**src/rtl/cnt_ctrl_pkg.sv**
```systemverilog
// Shared command bytes, status characters and FSM encodings for the
// UART/button counter control core.
package cnt_ctrl_pkg;

  localparam logic [7:0] CMD_RUN   = 8'h72;  // 'r'
  localparam logic [7:0] CMD_STOP  = 8'h73;  // 's'
  localparam logic [7:0] CMD_GO    = 8'h67;  // 'g'
  localparam logic [7:0] CMD_CLR   = 8'h63;  // 'c'
  localparam logic [7:0] CMD_UP    = 8'h75;  // 'u'
  localparam logic [7:0] CMD_DOWN  = 8'h64;  // 'd'
  localparam logic [7:0] CMD_QUERY = 8'h3F;  // '?'

  localparam logic [7:0] ST_RUN_CHR  = 8'h52;  // 'R'
  localparam logic [7:0] ST_STOP_CHR = 8'h53;  // 'S'

  typedef enum logic {
    RS_STOP = 1'b0,
    RS_RUN  = 1'b1
  } run_state_e;

  typedef enum logic [1:0] {
    TX_IDLE  = 2'd0,
    TX_WAIT  = 2'd1,
    TX_START = 2'd2
  } tx_state_e;

  function automatic logic [7:0] status_chr(input logic running);
    return running ? ST_RUN_CHR : ST_STOP_CHR;
  endfunction

endpackage

```
**src/rtl/tick_prescaler.sv**
```systemverilog
// Count-step prescaler: emits o_tick on the last of every TICK_DIV enabled
// cycles; holds its phase while disabled so a pause does not lose progress.
module tick_prescaler #(
  parameter int TICK_DIV = 10_000_000
) (
  input  logic clk,
  input  logic reset,
  input  logic i_en,
  input  logic i_clr,
  output logic o_tick
);

  localparam int              PW   = (TICK_DIV > 1) ? $clog2(TICK_DIV) : 1;
  localparam logic [PW-1:0]   LAST = PW'(TICK_DIV - 1);

  logic [PW-1:0] cnt_q, cnt_d;

  always_comb begin
    o_tick = i_en & (cnt_q == LAST);
    cnt_d  = cnt_q;
    if (i_clr) begin
      cnt_d = '0;
    end else if (o_tick) begin
      cnt_d = '0;
    end else if (i_en) begin
      cnt_d = cnt_q + 1'b1;
    end
  end

  always_ff @(posedge clk or negedge reset) begin
    if (!reset) begin
      cnt_q <= '0;
    end else begin
      cnt_q <= cnt_d;
    end
  end

endmodule

```
**src/rtl/uart_cmd_counter_ctrl.sv**
```systemverilog
// Up/down wrap-around counter driven by UART command bytes and button pulses,
// with a one-deep status/echo Tx path. Define CMD_ECHO_EN to echo non-'?' bytes.
module uart_cmd_counter_ctrl
  import cnt_ctrl_pkg::*;
#(
  parameter int CNT_W    = 14,
  parameter int CNT_MAX  = 9999,
  parameter int TICK_DIV = 10_000_000
) (
  input  logic             clk,
  input  logic             reset,
  input  logic [7:0]       i_rx_data,
  input  logic             i_rx_valid,
  output logic             o_rx_ready,
  input  logic             i_btn_run,
  input  logic             i_btn_clr,
  input  logic             i_btn_dir,
  input  logic             i_tx_busy,
  output logic             o_tx_start,
  output logic [7:0]       o_tx_data,
  output logic [CNT_W-1:0] o_count,
  output logic             o_running,
  output logic             o_dir_down
);

  localparam logic [CNT_W-1:0] MAX_V = CNT_W'(CNT_MAX);

  run_state_e       run_q, run_d;
  tx_state_e        tx_q, tx_d;
  logic             dir_down_q, dir_down_d;
  logic [CNT_W-1:0] count_q, count_d;
  logic [7:0]       tx_data_q, tx_data_d;

  logic       accept, clear, tick, tx_push;
  logic [7:0] tx_byte;

  function automatic logic [CNT_W-1:0] step_count(input logic [CNT_W-1:0] c,
                                                  input logic down);
    if (down) return (c == '0) ? MAX_V : c - 1'b1;
    return (c == MAX_V) ? '0 : c + 1'b1;
  endfunction

  // Any button pulse blocks the FIFO pop so buttons and bytes never collide.
  assign o_rx_ready = ~(i_btn_run | i_btn_clr | i_btn_dir) & (tx_q == TX_IDLE);
  assign accept     = i_rx_valid & o_rx_ready;
  assign clear      = i_btn_clr | (accept & (i_rx_data == CMD_CLR));

  tick_prescaler #(.TICK_DIV(TICK_DIV)) u_presc (
    .clk    (clk),
    .reset  (reset),
    .i_en   (run_q == RS_RUN),
    .i_clr  (clear),
    .o_tick (tick)
  );

  always_comb begin
    tx_push = 1'b0;
    tx_byte = status_chr(run_q == RS_RUN);
    if (accept) begin
      if (i_rx_data == CMD_QUERY) begin
        tx_push = 1'b1;
      end
`ifdef CMD_ECHO_EN
      else begin
        tx_push = 1'b1;
        tx_byte = i_rx_data;
      end
`endif
    end
  end

  always_comb begin
    run_d      = run_q;
    dir_down_d = dir_down_q;
    if (i_btn_run) begin
      run_d = (run_q == RS_RUN) ? RS_STOP : RS_RUN;
    end else if (accept) begin
      case (i_rx_data)
        CMD_RUN:  run_d = (run_q == RS_RUN) ? RS_STOP : RS_RUN;
        CMD_STOP: run_d = RS_STOP;
        CMD_GO:   run_d = RS_RUN;
        default:  run_d = run_q;
      endcase
    end
    if (i_btn_dir) begin
      dir_down_d = ~dir_down_q;
    end else if (accept && (i_rx_data == CMD_UP)) begin
      dir_down_d = 1'b0;
    end else if (accept && (i_rx_data == CMD_DOWN)) begin
      dir_down_d = 1'b1;
    end

    count_d = count_q;
    if (clear) begin
      count_d = '0;
    end else if (tick) begin
      count_d = step_count(count_q, dir_down_q);
    end

    tx_d      = tx_q;
    tx_data_d = tx_data_q;
    case (tx_q)
      TX_IDLE: if (tx_push) begin
        tx_d      = TX_WAIT;
        tx_data_d = tx_byte;
      end
      TX_WAIT:  if (!i_tx_busy) tx_d = TX_START;
      TX_START: tx_d = TX_IDLE;
      default:  tx_d = TX_IDLE;
    endcase
  end

  always_ff @(posedge clk or negedge reset) begin
    if (!reset) begin
      run_q      <= RS_STOP;
      tx_q       <= TX_IDLE;
      dir_down_q <= 1'b0;
      count_q    <= '0;
      tx_data_q  <= 8'h00;
    end else begin
      run_q      <= run_d;
      tx_q       <= tx_d;
      dir_down_q <= dir_down_d;
      count_q    <= count_d;
      tx_data_q  <= tx_data_d;
    end
  end

  assign o_tx_start = (tx_q == TX_START);
  assign o_tx_data  = tx_data_q;
  assign o_count    = count_q;
  assign o_running  = (run_q == RS_RUN);
  assign o_dir_down = dir_down_q;

endmodule

```
**config.mk**
```make
export PLATFORM = sky130hd
export DESIGN_NAME = uart_cmd_counter_ctrl
export DESIGN_NICKNAME = d
export VERILOG_FILES = /design/src/rtl/cnt_ctrl_pkg.sv /design/src/rtl/tick_prescaler.sv /design/src/rtl/uart_cmd_counter_ctrl.sv
export SDC_FILE = /design/constraint.sdc
export NUM_CORES = 1
export LEC_CHECK = 0
export BUFFER_PORTS_ARGS = -buffer_cell sky130_fd_sc_hd__buf_2
export CORE_MARGIN = 2
export CORE_UTILIZATION = 58
export DETAILED_ROUTE_END_ITERATION = 16
export PLACE_DENSITY = 0.88
export SLEW_MARGIN = 20
export SYNTH_ARGS = -nofsm -noshare
export SYNTH_HDL_FRONTEND = slang
export SYNTH_HIERARCHICAL = 1
export SYNTH_SLANG_ARGS = --single-unit
```
**constraint.sdc**
```tcl
create_clock -name clk -period 3.4 [get_ports clk]
set_input_delay 0.51 -clock clk [delete_from_list [all_inputs] [get_ports clk]]
set_output_delay 0.51 -clock clk [all_outputs]
set_load 0.02 [all_outputs]
```
# == Yosys cells after proc, flatten, opt, wreduce, memory -nomap -nowiden ==
# Cells that the tools add are included.
# totals
reg_bits,50
latchBits,0
memories,0
romBits,0
mem_bits_rw,0
# op_classes
magnitude_cmp,0
reduce_logical,12
mux,25
n_bitwise,9
n_addsub,3
eq_ne,13
n_div,0
multipliers,0
shift,0
# ops
op,n
$mux 14,6
$mux 24,3
$eq 8x7->1 const B,6
$add 24x1->24 const B,1
$eq 24x24->1 const B,1
$add 14x1->14 const B,1
$eq 14x14->1 const B,1
$logic_not 14->1,1
$sub 14x1->14 const B,1
$mux 1,12
$eq 8x6->1 const B,1
$reduce_and 2->1,3
$reduce_bool 3->1,2
$and 1x1->1,4
$mux 2,2
$ne 2x2->1 const B,2
$pmux 2 s2,1
$reduce_bool 2->1,2
$reduce_bool 4->1,1
$or 1x1->1,3
$pmux 1 s3,1
$eq 2x1->1 const B,1
$eq 2x2->1 const B,1
$logic_and 1x1->1,2
2 further kinds,3

# == Longest topological paths before layout ==
# depth
depth_word,11
ltp_mapped,10
depth_no_buf,9

# == Cells and area by module ==
# The synthesis kept the hierarchy.
# by_module_without_submodules
mod,cells_per_inst,n_inst,area_per_inst_um2
uart_cmd_counter_ctrl,217,1,1760.4
tick_prescaler,138,1,1282.5

# == Worst setup path after synthesis ==
# OpenSTA, ideal clock, no wires.
# synth_path
path_kind,in2reg
start,input i_rx_data[4]
end,register u_presc.cnt_q[13]
t_required_ps,3323
arrival_time_ps,2942
path_buffers,2
stages,8
slack_ps,381
path_cell_list,nor4bb_1 -> a41o_1 -> clkbuf_1 -> clkbuf_1 -> nor2_1 -> or4_1 -> or3_1 -> a21oi_1
# synth_via
elab_chain_len,4
word_cells_on_any_way,5
cone_classes,eq/ne: 1; mux: 1; bitwise: 2; reduce/logical: 1
# synth_lines
element,line,text
from (decl),uart_cmd_counter_ctrl.sv:12,"input logic [7:0] i_rx_data,"
$eq 8x7->1 *,uart_cmd_counter_ctrl.sv:46,assign clear = i_btn_clr | (accept & (i_rx_data == CMD_CLR));
$and 1x1->1 *,uart_cmd_counter_ctrl.sv:46,
$or 1x1->1 *,uart_cmd_counter_ctrl.sv:46,
named net clear,uart_cmd_counter_ctrl.sv:34,"logic accept, clear, tick, tx_push;"
$reduce_bool 3->1 (no line) / $mux 24 (equally long branches),-,
to (signal assigned),tick_prescaler.sv:34,cnt_q <= cnt_d;
to (decl),tick_prescaler.sv:16,"logic [PW-1:0] cnt_q, cnt_d;"
# The timed path passes the listed nets; every way through them passes the cells marked *.
# A chain may end at the register's enable or synchronous reset.

# == Final worst setup path ==
# layout_path
start,register u_presc.cnt_q[0]
end,"register count_q[13], in the netlist o_count[13]"
# layout_via
elab_chain_len,3
# layout_lines
element,line,text
$eq 24x24->1,tick_prescaler.sv:19,o_tick = i_en & (cnt_q == LAST);
$and 1x1->1,tick_prescaler.sv:19,
named net tick,uart_cmd_counter_ctrl.sv:34,
$reduce_bool 2->1 (no line),-,
to (signal assigned),uart_cmd_counter_ctrl.sv:124,count_q <= count_d;
to (decl),uart_cmd_counter_ctrl.sv:31,"logic [CNT_W-1:0] count_q, count_d;"
# The timed path passes the listed nets, and every way through them passes these cells.

==> summary.txt <==
Place
  • HPWL after DPL: between 4 and 5 mm
  • Pre-CTS WS: 0.6030 ns
  • GPL Wtd Cong: 0.9476
  • Port Buffer Count: 36

Final layout
  • Layout net count: 393
  • Register area: 0.001101 mm2
  • Area of the multi-input gates: 0.001732 mm2
  • Share of cells above drive strength 1: 17.82%
  • Ant. Diodes: 0
  • Area delta synth->final: 8.841%
  • Fillers: around 420

Worst setup path
  • Slowest CP cell: or4_4
  • Setup crit start kind: flip-flop
  • Cell family with most CP delay: simple AND/OR/NAND/NOR gates
  • Critical path buffers and inverters: 1
  • Setup Crit Path Kind: reg -> reg
  • CP Cell Sequence: ha_1 > nand4_1 > or4_1 > nor2_1 > inv_1 > or4_4 > o21ai_2 > nand3_1 > and3_1
  • CP required: approximately 3.6 ns
  • Max stage delay on crit path: a little over 0.6 ns
  • CP Max Fanout: 16
  • Worst EP arrival: 3.05 ns
  • CP Capture Type: flip-flop

Route
  • Initial DRC Count: 407
  • DR vias: 2,834
  • Routed Antenna Nets: 0
  • Remaining DRCs: 0
  • DRT met1 WL: just over 3 mm
  • Met3 Routed Length: just under 500 um
  • Top routing layer used: met4
  • Wire length per cell: 15.51 um
  • Metal2 WL: 3.362 mm
  • Pre-antenna DRT Iters: 5
  • Vias per inst: 6.354
  • Final wirelength: 6.916 mm

Logic synthesis
  • Avg Cell Area, Syn: about 8.6 um2
  • Yosys warning count: 6
  • Yosys reg bits: 44
  • Ys async rst share: 100.0%
  • Mapped Area: between 0.003 and 0.004 mm2
  • Main flop type after synthesis: dfrtp_1
  • Sequential element share of the synthesized area: about 36%
  • Syn Inst Count: 355
  • Synth cell types: 69
  • Post-synth EDFFs: 0

STA
  • Final setup margin: 0.5555 ns
  • Tightest Pin Transition: 0.8418 ns
  • Max Slew Vio Count: 0
  • TNS Setup: 0 ns
  • Max frequency: 351.6 MHz
  • Period utilization: 83.66%
  • Fin crit period: 2.844 ns
  • Worst Skew: 0.01630 ns
  • RSZ-0062 raised after global routing: false
  • Final Hold Fails: 0
  • Final Setup Violations: 0
  • Relative slew margins: between 40% and 50%

Clocking
  • PostCTS Resize Cnt: 0
  • Clk_lat worst skew: ~0.31 ns
  • Clk slew on worst S/H paths: 0.10 ns
  • Num CTS Buffers: 5
  • Max Root-Sink Buffers: 2
  • Clock Sinks: 44
  • Hold_buf cts: 0
  • CTS tree: built
  • Post-CTS Setup Bufs: 0
  • H-tree Lvls: 2
  • Root Buffer: clkbuf_8

GRT
  • GRT Util Overall: 24.70%
  • First-pass GRT wire length: 12.14 mm
  • Initial antenna violation count: 0
  • Largest net degree at the start of global routing: 45
  • Grt ovf: 0
  • Number of global-route vias before repair: about 2,600

Min path
  • Hold WC Path Type: in -> async

Floorplanning
  • Initial Util: between 50% and 60%
  • Chip Width: approximately 76 um
  • IO Pins: 41
  • Die area: 0.005842 mm2
  • Core area: 0.005075 mm2
  • Die height: 76.43 um
  • FP Rows: 26

Power and ir drop
  • Pleak: 0.001330 uW
  • Power Density: 321.5 mW/mm2
  • Worst vdd ir: about 0.00022 V

Outcome
  • Status: completed

Flow run
  • Max-Cap Viols: 0
Yosys cell counts, drive strengths merged, types with 2 or more instances:
library cell / n / share of area, %
o21ai: 27 / 4.6
nand3: 13 / 2.1
clkbuf: 16 / 2.0
a21oi: 23 / 3.8
nor4bb: 2 / 0.66
inv: 17 / 2.1
a31oi: 2 / 0.41
ha: 3 / 1.2
and3: 3 / 0.62
mux2i: 3 / 0.99
o31ai: 5 / 1.2
o31a: 2 / 0.58
a21o: 2 / 0.53
a2bb2oi: 2 / 0.58
nor2b: 4 / 0.82
nor3: 10 / 1.6
nor3b: 4 / 0.99
nand3b: 2 / 0.49
nor4b: 4 / 1.2
or4: 9 / 2.5
nor2: 26 / 3.3
and2: 2 / 0.41
a221oi: 3 / 1.1
a22oi: 4 / 0.99
or3: 12 / 2.5
o2111ai: 3 / 0.86
buf: 14 / 3.2
xor2: 4 / 1.2
nor4: 13 / 3.2
o211ai: 3 / 0.74
or4b: 2 / 0.66
nand2b: 3 / 0.62
nand4: 14 / 3.3
dfrtp: 44 / 36
nand2: 22 / 2.7
mux2: 2 / 0.74
or2: 2 / 0.41
xnor2: 9 / 2.6
o41ai: 2 / 1.2
final cells by class:
class	count	area share (%)
sequential	44	33.25
inverter	17	1.927
multi-input combinational	267	52.29
tap	70	2.645
timing repair buffer	40	6.422
clock buffer	5	2.078
clock inverter	3	1.398
cells in the final DEF (no fill, tap or decap), drive strengths merged, types with 4 or more instances in the layout:
| cell | count |
|---|---|
| a22oi | 4 |
| or3 | 12 |
| nor4 | 13 |
| nor3 | 10 |
| dfrtp | 44 |
| a21oi | 23 |
| conb | 4 |
| or4 | 9 |
| nand4 | 14 |
| nand2 | 22 |
| nand3 | 13 |
| xor2 | 4 |
| nor2 | 26 |
| nor4b | 4 |
| o31ai | 5 |
| inv | 18 |
| o21ai | 27 |
| clkbuf | 5 |
| nor3b | 4 |
| nor2b | 4 |
| xnor2 | 9 |
| buf | 40 |
sequential cells by signal (all words and copies together) (netlist names):
register	flops
u_presc/cnt_q	24
o_count	14
o_tx_data	2
tx_q	2
o_dir_down	1
o_running	1
worst reg2reg max path: stages, from the launching register on:
cell and delay [ns]:
dfrtp_1 0.44, ha_1 0.24, nand4_1 0.12, or4_1 0.57, nor2_1 0.17, inv_1 0.25, or4_4 0.62, o21ai_2 0.12
nand3_1 0.08, and3_1 0.15
layer usage:
layer,GRT usage [%],vias up
met5,0,-
met4,7.818,0
met3,4.384,6
met2,40.88,132
met1,32.98,1330
li1,-,1366
kinds of logic after synthesis:
| family | share of synthesized area [%] |
|---|---|
| other | 0.1232 |
| XOR/XNOR | 3.742 |
| buffers and inverters | 7.278 |
| multiplexers | 1.727 |
| adder cells (fa/ha/maj) | 1.234 |
| AND/OR/NAND/NOR | 28.91 |
| flip-flops | 36.18 |
| AO/OA/AOI/OAI | 20.81 |
power breakdown:
part	switching, uW	total [uW]	internal (uW)
clock	198	420	222
sequential	16.9	546	529
combinational	65.1	98.8	33.7
per-stage QoR:
stage                     hold slack, ns  area (um2)  total power, uW  util (%)  cells
final                             0.1840        3312             1065     65.26    446
after global routing              0.2357        3312             1106     65.26    446
after CTS                         0.3649        3309             1071     65.21    446
after detailed placement          0.4654        3194            653.6     62.94    438
after global placement            0.4460        3194            651.8     62.94    438
after floorplan                   0.2144        3054            616.2         -    358
worst paths after layout:
kind                                              startpoint                       to  slack, ns  depth (start not counted)
worst max-delay path            u_presc/cnt_q[0]$_DFFE_PN0P_  o_count[13]$_DFFE_PN0P_       0.56                          9
worst min-delay path                                   reset   o_count[6]$_DFFE_PN0P_       0.18                          1
worst max register to register  u_presc/cnt_q[0]$_DFFE_PN0P_  o_count[13]$_DFFE_PN0P_       0.56                          9
worst min register to register           tx_q[1]$_DFFE_PN0P_      tx_q[1]$_DFFE_PN0P_       0.47                          1
max in group asynchronous                              reset   o_count[1]$_DFFE_PN0P_       2.82                          1
min in group clk                                   i_tx_busy      tx_q[1]$_DFFE_PN0P_       0.37                          2
No activity file was read; power rests on OpenSTA's default activity.
